<file path="src/rtl/cordic_pipe_if.sv">
// cordic_pipe_if: handshake and data bundle for the CORDIC pipeline.
//   master: upstream sample source / downstream result sink (drives in_*, out_ready)
//   slave : the pipeline itself (drives in_ready, out_*)
//   in_valid/in_ready/in_mode, x_in/y_in (signed Q2.(WIDTH-2)), z_in (binary angle)
//   out_valid/out_ready/mode_out, x_out/y_out (signed Q4.(WIDTH-2)), z_out (binary angle)
interface cordic_pipe_if #(
  parameter int WIDTH = 16
);
  logic                    in_valid;
  logic                    in_ready;
  logic                    in_mode;
  logic signed [WIDTH-1:0] x_in;
  logic signed [WIDTH-1:0] y_in;
  logic        [WIDTH-1:0] z_in;
  logic                    out_valid;
  logic                    out_ready;
  logic signed [WIDTH+1:0] x_out;
  logic signed [WIDTH+1:0] y_out;
  logic        [WIDTH-1:0] z_out;
  logic                    mode_out;

  modport master (
    output in_valid, in_mode, x_in, y_in, z_in, out_ready,
    input  in_ready, out_valid, x_out, y_out, z_out, mode_out
  );

  modport slave (
    input  in_valid, in_mode, x_in, y_in, z_in, out_ready,
    output in_ready, out_valid, x_out, y_out, z_out, mode_out
  );
endinterface

</file>
<file path="src/rtl/cordic_pipe.sv">
// cordic_pipe: fully pipelined CORDIC, rotation or vectoring selected per sample.
//   clk : rising-edge clock
//   rst : synchronous active-high reset, clears the whole pipeline
//   bus : cordic_pipe_if.slave, valid/ready in and out plus data and mode
// One pre-rotation stage folds the sample into the right half-plane, then ITER
// micro-rotation stages. Outputs come straight from the last stage register.
// Gain K (~1.64676) is not compensated.
module cordic_pipe #(
  parameter int WIDTH = 16,
  parameter int ITER  = 14
) (
  input  logic          clk,
  input  logic          rst,
  cordic_pipe_if.slave  bus
);

  localparam int XW = WIDTH + 2;

  // round(2^32 * atan(2^-i) / (2*pi))
  localparam logic [31:0] ATAN32 [0:31] = '{
    32'h20000000, 32'h12E4051E, 32'h09FB385B, 32'h051111D4,
    32'h028B0D43, 32'h0145D7E1, 32'h00A2F61E, 32'h00517C55,
    32'h0028BE53, 32'h00145F2F, 32'h000A2F98, 32'h000517CC,
    32'h00028BE6, 32'h000145F3, 32'h0000A2FA, 32'h0000517D,
    32'h000028BE, 32'h0000145F, 32'h00000A30, 32'h00000518,
    32'h0000028C, 32'h00000146, 32'h000000A3, 32'h00000051,
    32'h00000029, 32'h00000014, 32'h0000000A, 32'h00000005,
    32'h00000003, 32'h00000001, 32'h00000001, 32'h00000000
  };

  // Table entry scaled to WIDTH bits with round-half-up.
  function automatic logic [WIDTH-1:0] atan_entry(input int idx);
    logic [32:0] t;
    t = {1'b0, ATAN32[idx[4:0]]};
    if (WIDTH < 32) t = t + (33'd1 << (31 - WIDTH));
    t = t >> (32 - WIDTH);
    return t[WIDTH-1:0];
  endfunction

  logic [ITER:0]           vld;
  logic [ITER:0]           mde;
  logic signed [XW-1:0]    xr [0:ITER];
  logic signed [XW-1:0]    yr [0:ITER];
  logic        [WIDTH-1:0] zr [0:ITER];

  logic                    adv;
  logic                    flip;
  logic signed [XW-1:0]    x_ext;
  logic signed [XW-1:0]    y_ext;
  logic [ITER-1:0]         dpos;
  logic signed [XW-1:0]    xsh [0:ITER-1];
  logic signed [XW-1:0]    ysh [0:ITER-1];

  assign adv          = bus.out_ready | ~bus.out_valid;
  assign bus.in_ready = adv;

  always_comb begin
    x_ext = {{2{bus.x_in[WIDTH-1]}}, bus.x_in};
    y_ext = {{2{bus.y_in[WIDTH-1]}}, bus.y_in};
    // rotation: angle outside [-pi/2, pi/2); vectoring: vector in left half-plane
    flip  = bus.in_mode ? bus.x_in[WIDTH-1]
                        : (bus.z_in[WIDTH-1] ^ bus.z_in[WIDTH-2]);
  end

  // dpos = 1 means d = +1
  always_comb begin
    dpos = '0;
    for (int i = 0; i < ITER; i++) begin
      dpos[i] = mde[i] ? yr[i][XW-1] : ~zr[i][WIDTH-1];
      xsh[i]  = xr[i] >>> i;
      ysh[i]  = yr[i] >>> i;
    end
  end

  always_ff @(posedge clk) begin
    if (rst) begin
      vld <= '0;
      mde <= '0;
      for (int i = 0; i <= ITER; i++) begin
        xr[i] <= '0;
        yr[i] <= '0;
        zr[i] <= '0;
      end
    end else if (adv) begin
      vld   <= {vld[ITER-1:0], bus.in_valid};
      mde   <= {mde[ITER-1:0], bus.in_mode};
      xr[0] <= flip ? -x_ext : x_ext;
      yr[0] <= flip ? -y_ext : y_ext;
      zr[0] <= {bus.z_in[WIDTH-1] ^ flip, bus.z_in[WIDTH-2:0]};
      for (int i = 0; i < ITER; i++) begin
        xr[i+1] <= dpos[i] ? xr[i] - ysh[i] : xr[i] + ysh[i];
        yr[i+1] <= dpos[i] ? yr[i] + xsh[i] : yr[i] - xsh[i];
        zr[i+1] <= dpos[i] ? zr[i] - atan_entry(i) : zr[i] + atan_entry(i);
      end
    end
  end

  assign bus.out_valid = vld[ITER];
  assign bus.mode_out  = mde[ITER];
  assign bus.x_out     = xr[ITER];
  assign bus.y_out     = yr[ITER];
  assign bus.z_out     = zr[ITER];

endmodule

</file>
<file path="src/flat_wrapper.sv">
// flat-port wrapper written by rule: the top's interface ports become plain ports
module cordic_pipe_flat 
#(
  parameter int WIDTH = 16,
  parameter int ITER  = 14
)
  (clk, rst, bus_in_valid, bus_in_mode, bus_x_in, bus_y_in, bus_z_in, bus_out_ready, bus_in_ready, bus_out_valid, bus_x_out, bus_y_out, bus_z_out, bus_mode_out);
  cordic_pipe_if #(.WIDTH(WIDTH)) bus_i ();
  input  logic clk;
  input  logic rst;
  input wire logic [$bits(bus_i.in_valid)-1:0] bus_in_valid;
  input wire logic [$bits(bus_i.in_mode)-1:0] bus_in_mode;
  input wire logic [$bits(bus_i.x_in)-1:0] bus_x_in;
  input wire logic [$bits(bus_i.y_in)-1:0] bus_y_in;
  input wire logic [$bits(bus_i.z_in)-1:0] bus_z_in;
  input wire logic [$bits(bus_i.out_ready)-1:0] bus_out_ready;
  output wire logic [$bits(bus_i.in_ready)-1:0] bus_in_ready;
  output wire logic [$bits(bus_i.out_valid)-1:0] bus_out_valid;
  output wire logic [$bits(bus_i.x_out)-1:0] bus_x_out;
  output wire logic [$bits(bus_i.y_out)-1:0] bus_y_out;
  output wire logic [$bits(bus_i.z_out)-1:0] bus_z_out;
  output wire logic [$bits(bus_i.mode_out)-1:0] bus_mode_out;
  assign bus_i.in_valid = bus_in_valid;
  assign bus_i.in_mode = bus_in_mode;
  assign bus_i.x_in = bus_x_in;
  assign bus_i.y_in = bus_y_in;
  assign bus_i.z_in = bus_z_in;
  assign bus_i.out_ready = bus_out_ready;
  assign bus_in_ready = bus_i.in_ready;
  assign bus_out_valid = bus_i.out_valid;
  assign bus_x_out = bus_i.x_out;
  assign bus_y_out = bus_i.y_out;
  assign bus_z_out = bus_i.z_out;
  assign bus_mode_out = bus_i.mode_out;
  cordic_pipe #(.WIDTH(WIDTH), .ITER(ITER)) u_core (.clk(clk), .rst(rst), .bus(bus_i));
endmodule
</file>
<file path="config.mk">
export PLATFORM = sky130hd
export DESIGN_NAME = cordic_pipe_flat
export DESIGN_NICKNAME = d
export VERILOG_FILES = /design/src/rtl/cordic_pipe_if.sv /design/src/rtl/cordic_pipe.sv /design/src/flat_wrapper.sv
export SDC_FILE = /design/constraint.sdc
export NUM_CORES = 2
export LEC_CHECK = 0
export CORE_UTILIZATION = 45
export CTS_CLUSTER_SIZE = 14
export DETAILED_ROUTE_END_ITERATION = 10
export SLEW_MARGIN = 15
export SYNTH_ARGS = -nofsm -noshare
export SYNTH_HDL_FRONTEND = slang
export SYNTH_SLANG_ARGS = --single-unit
</file>
<file path="constraint.sdc">
create_clock -name clk -period 30.8 [get_ports clk]
set_clock_uncertainty 0.2 [all_clocks]
set_input_delay 6.16 -clock clk [delete_from_list [all_inputs] [get_ports clk]]
set_output_delay 6.16 -clock clk [all_outputs]
set_load 0.02 [all_outputs]
</file>
## Word level (Yosys, flattened, before mapping)

Memories as Yosys holds them, arrays and structs flattened.
Index checks and enable logic that the tools add are counted.
W data, S select, Z words.

- Latch bits: 0
- Input bits: 53
- Logic and storage cells: 290
- RAM bits: 780
- Memories kept: 3
- Bits in read-only memories: 0
- Flip-flop bits (word level): 30

- Divide/modulo/power cells: 0
- Bitwise gates (word level): 63
- Equal/unequal tests: 0
- $add $sub $neg: 85
- $mul: 0
- Shift operators: 0
- Multiplexer cells: 137
- Reduce and logical (&&, ||, !) cells: 0
- Order comparisons: 0

Memory list:

| name | depth | bits a word | rd ports | clocked after Yosys merged registers in | write ports | line | source |
|---|---|---|---|---|---|---|---|
| u_core.xr | 15 | 18 | 15 | 0 | 15 | cordic_pipe.sv:42 | `logic signed [XW-1:0] xr [0:ITER];` |
| u_core.yr | 15 | 18 | 15 | 0 | 15 | cordic_pipe.sv:43 | `logic signed [XW-1:0] yr [0:ITER];` |
| u_core.zr | 15 | 16 | 15 | 0 | 15 | cordic_pipe.sv:44 | `logic [WIDTH-1:0] zr [0:ITER];` |

Operators by type and width:

| kind | number |
|---|---|
| $mux W18 | 60 |
| $mux W32 | 28 |
| $mux W16 | 29 |
| $add A16 B16 Y16 | 14 |
| $sub A16 B16 Y16 | 14 |
| $or A1 B1 Y1 | 46 |
| $add A18 B10 Y18 | 2 |
| $add A18 B11 Y18 | 2 |
| $add A18 B12 Y18 | 2 |
| $add A18 B13 Y18 | 2 |
| $add A18 B14 Y18 | 2 |
| $add A18 B15 Y18 | 2 |
| $add A18 B16 Y18 | 2 |
| $add A18 B17 Y18 | 2 |
| $add A18 B5 Y18 | 2 |
| $add A18 B6 Y18 | 2 |
| $add A18 B7 Y18 | 2 |
| $add A18 B8 Y18 | 2 |
| $add A18 B9 Y18 | 2 |
| $neg A16 Y18 | 2 |
| $sub A18 B10 Y18 | 2 |
| $sub A18 B11 Y18 | 2 |
| $sub A18 B12 Y18 | 2 |
| $sub A18 B13 Y18 | 2 |
| other kinds (14) | 58 |

## Longest topological paths before layout

- Depth in word-level cells: 7
- Mapped depth: 16
- Gate-level depth less buffers: 16

## Least setup slack after synthesis

Ideal clock, no wire load.

- Kind: input to register
- Start point: input port bus_out_ready
- End point: memory u_core.xr[0][0] in the netlist's numbering (enable)
- Path slack: 5.628 ns
- Stages: 5
- Required time: 25.199 ns
- Data arrival time: 19.570 ns
- Setup time: 5.401 ns
- Cells stage by stage: nor2b_1 -> clkbuf_1 -> clkbuf_1 -> clkbuf_1 -> nand2_1

RTL lines:

| element | line | source |
|---|---|---|
| start: declaration | flat_wrapper.sv:16 | `input wire logic [$bits(bus_i.out_ready)-1:0] bus_out_ready;` |
| end: declaration | cordic_pipe.sv:42 |  |

## Worst setup path after layout

- Start point: input port bus_out_ready
- End point: output port bus_in_ready

- Word-level cells in the longest chain between the ends: 1

Ends and longest elaborated chain:

| element | line | source |
|---|---|---|
| $or A1 B1 Y1 | cordic_pipe.sv:54 | `assign adv = bus.out_ready \| ~bus.out_valid;` |
| end: declaration | flat_wrapper.sv:17 | `output wire logic [$bits(bus_i.in_ready)-1:0] bus_in_ready;` |

Every way passes these cells.

==> flow_metrics.tcl <==
set metrics [dict create \
    drtIter0Drc 3335 \
    grt_pass1_vias 49000 \
    cap_violations 0 \
    via_count 51000 \
    post_cts_buffers 0 \
    cts-hold-fix-buffers 0 \
    overflow 0 \
    layout_setup_ws_ps 16650 \
    min_period_ps 14150 \
    area_growth_pct 9.32 \
    synthAdderAreaFrac 0.151 \
    numCtsBuffers 98 \
    use_met1 0.286 \
    synth_top_cell_area_share 0.355 \
    rsz0062_at_grt "false" \
    synth_flop_cell "edfxtp_1" \
    slew_headroom 0.218 \
    wl_um 160000 \
    grt_pass1_wl_um 259000 \
    hold_path.class "reg2reg" \
    cts_num_sinks 809 \
    synth_edf_count 779 \
    avgRoutedWirePerCell_um 17.6 \
    met3_usage 0.0277 \
    via_per_inst 5.62 \
    crit_buf_inv 3 \
    cp_top_family "buffers and inverters" \
    endpoint_kind "output port" \
    synth_cells 7086 \
    synth-simple-area-share 0.157 \
    slowest_stage "clkdlybuf4s50_1" \
    ys_seq_area_frac 0.364 \
    drive_above_1_share 0.0379 \
    dp_hpwl_um 120000 \
    yosysUniqueCellTypes 85 \
    synth_top_area_cell "edfxtp_1" \
    synth_compound_area_frac 0.177 \
    drtAntennaViolNets 0 \
    syn_area_um2 65800 \
    arrival_ps 7790 \
    antenna_found_initial 1 \
    dpl_worst_slack_ps 16640 \
    setup_viol 0 \
    ios 108 \
    clk_path_buf_depth 3 \
    initial_core_util 0.456 \
    io_buffers 107 \
    tritoncts "built" \
    globalplace.congestion 0.886 \
    grt_use_total 0.214 \
    slew_violations 0 \
    nets 7913 \
    path_cells "clkdlybuf4s50_1, nor2b_4, inv_4, clkdlybuf4s50_1" \
    die_x_um 384 \
    setup.worst_path.start_class "primary input" \
    clock_latency_ps 720 \
    rows 139 \
    clkTransAtPathRegs_ps 60 \
    htreeDepth 3 \
    ys_top_cells_by_area "edfxtp_1 (36%), ha_1 (14%), xnor2_1 (5.8%), nor2_1 (5.4%), xor2_1 (4.7%)" \
    synthMuxAreaShare 0.00922 \
    synth_common_cells "nor2_1 (943), edfxtp_1 (779), ha_1 (725)" \
    crit_top_cell "clkdlybuf4s50_1" \
    synth_seq_cells 809 \
    synth_top_family_by_area "compound AO/OA/AOI/OAI gates" \
    busiest_layer "met2" \
    finish.utilization 0.499 \
    min_period_over_period 0.459 \
    tns_ps 0 \
    outcome "finished clean" \
    coreArea_um2 144000 \
    fmax_mhz 70.7 \
    synthArstFlopShare 0 \
    grt_start_max_net_pins 190 \
    drc 0 \
    slowest_delay_ps 700 \
    yosysMostFrequentCell "nor2_1" \
    worst_ep_required_time_ps 24440 \
    ctsResizeCount 0 \
    synthesis.nets 7907 \
    path_class "in2out" \
    syn_avg_cell_area_um2 9.29 \
    synthXorXnorAreaFrac 0.105 \
    cts_root_buf "clkbuf_16" \
    tightest_slew_ps 1140 \
    hold_viol 0 \
    grtUsageMet2 0.364 \
    cp_max_fo 29 \
    dieArea_um2 148000 \
    dr.pass1.iters 6 \
    synth_warnings 0 \
    die_h_um 384 \
]
worst min-delay path: stages, from the launching register on:
cell	delay, ps
dfxtp_1	310
nand2_1	50
a21oi_1	50
placed cells by master (no fill, tap or decap), drive strengths merged, types with 58 or more instances in the layout:
cell	n
a21o	277
nand3	99
inv	329
nor2	943
a31oi	68
a211oi	58
xor2	354
a21oi	607
o21a	86
nor3	188
nand2b	98
xnor2	434
ha	725
o21bai	73
nor2b	97
and3	119
clkbuf	133
edfxtp	779
clkdlybuf4s50	106
o21ai	370
nand2	439
o31ai	66
path summary, 6_finish.rpt:
check	start	endpoint	slack (ps)	depth (start not counted)
setup / recovery	bus_out_ready	bus_in_ready	16650	4
hold / removal	u_core.vld[2]	u_core.vld[2]	250	2
setup reg to reg	u_core.vld[14]	u_core.xr[0][80]	25650	6
hold reg to reg	u_core.vld[2]	u_core.vld[2]	250	2
registers in the layout, indices dropped and copies added (netlist names):
name        flops
u_core.yr     270
u_core.xr     269
u_core.zr     240
u_core.mde     15
u_core.vld     15
metal layers:
metal  wire length, um  share of wire  vias to the layer above
met3              6170          0.039                      201
met2             75900           0.47                      894
met4              3580          0.022                        2
met5                10       0.000062                        -
met1             74400           0.46                    24200
li1                  -              -                    25700
cells by family (layout without fill, tap and decap cells):
group,after synthesis,count (layout)
AO/OA/AOI/OAI,1851,1851
XOR/XNOR,788,788
flip-flops,809,809
other,0,1
multiplexers,59,59
adder cells (fa/ha/maj),768,768
AND/OR/NAND/NOR,2238,2238
buffers and inverters,573,661
per-stage QoR:
step	std cells	hold slack [ps]	area, um^2
after global routing	9077	273	72000
after floorplan	7086	232	65800
final	9078	252	72000
after detailed placement	8895	246	68600
after global placement	8895	240	68600
after CTS	9077	255	72000
cell type report:
| cell class | instances | area (um^2) |
|---|---|---|
| Timing Repair Buffer | 151 | 1440 |
| Clock inverter | 49 | 629 |
| Antenna cell | 1 | 2.50 |
| Tap cell | 1903 | 2380 |
| Inverter | 328 | 1230 |
| Sequential cell | 809 | 24000 |
| Multi-Input combinational cell | 5704 | 39500 |
| Fill cell | 13600 | 72400 |
| Clock buffer | 133 | 2760 |
Power is not shown: default switching activity piles up to over one toggle a cycle in this logic, so the estimate is an artifact.
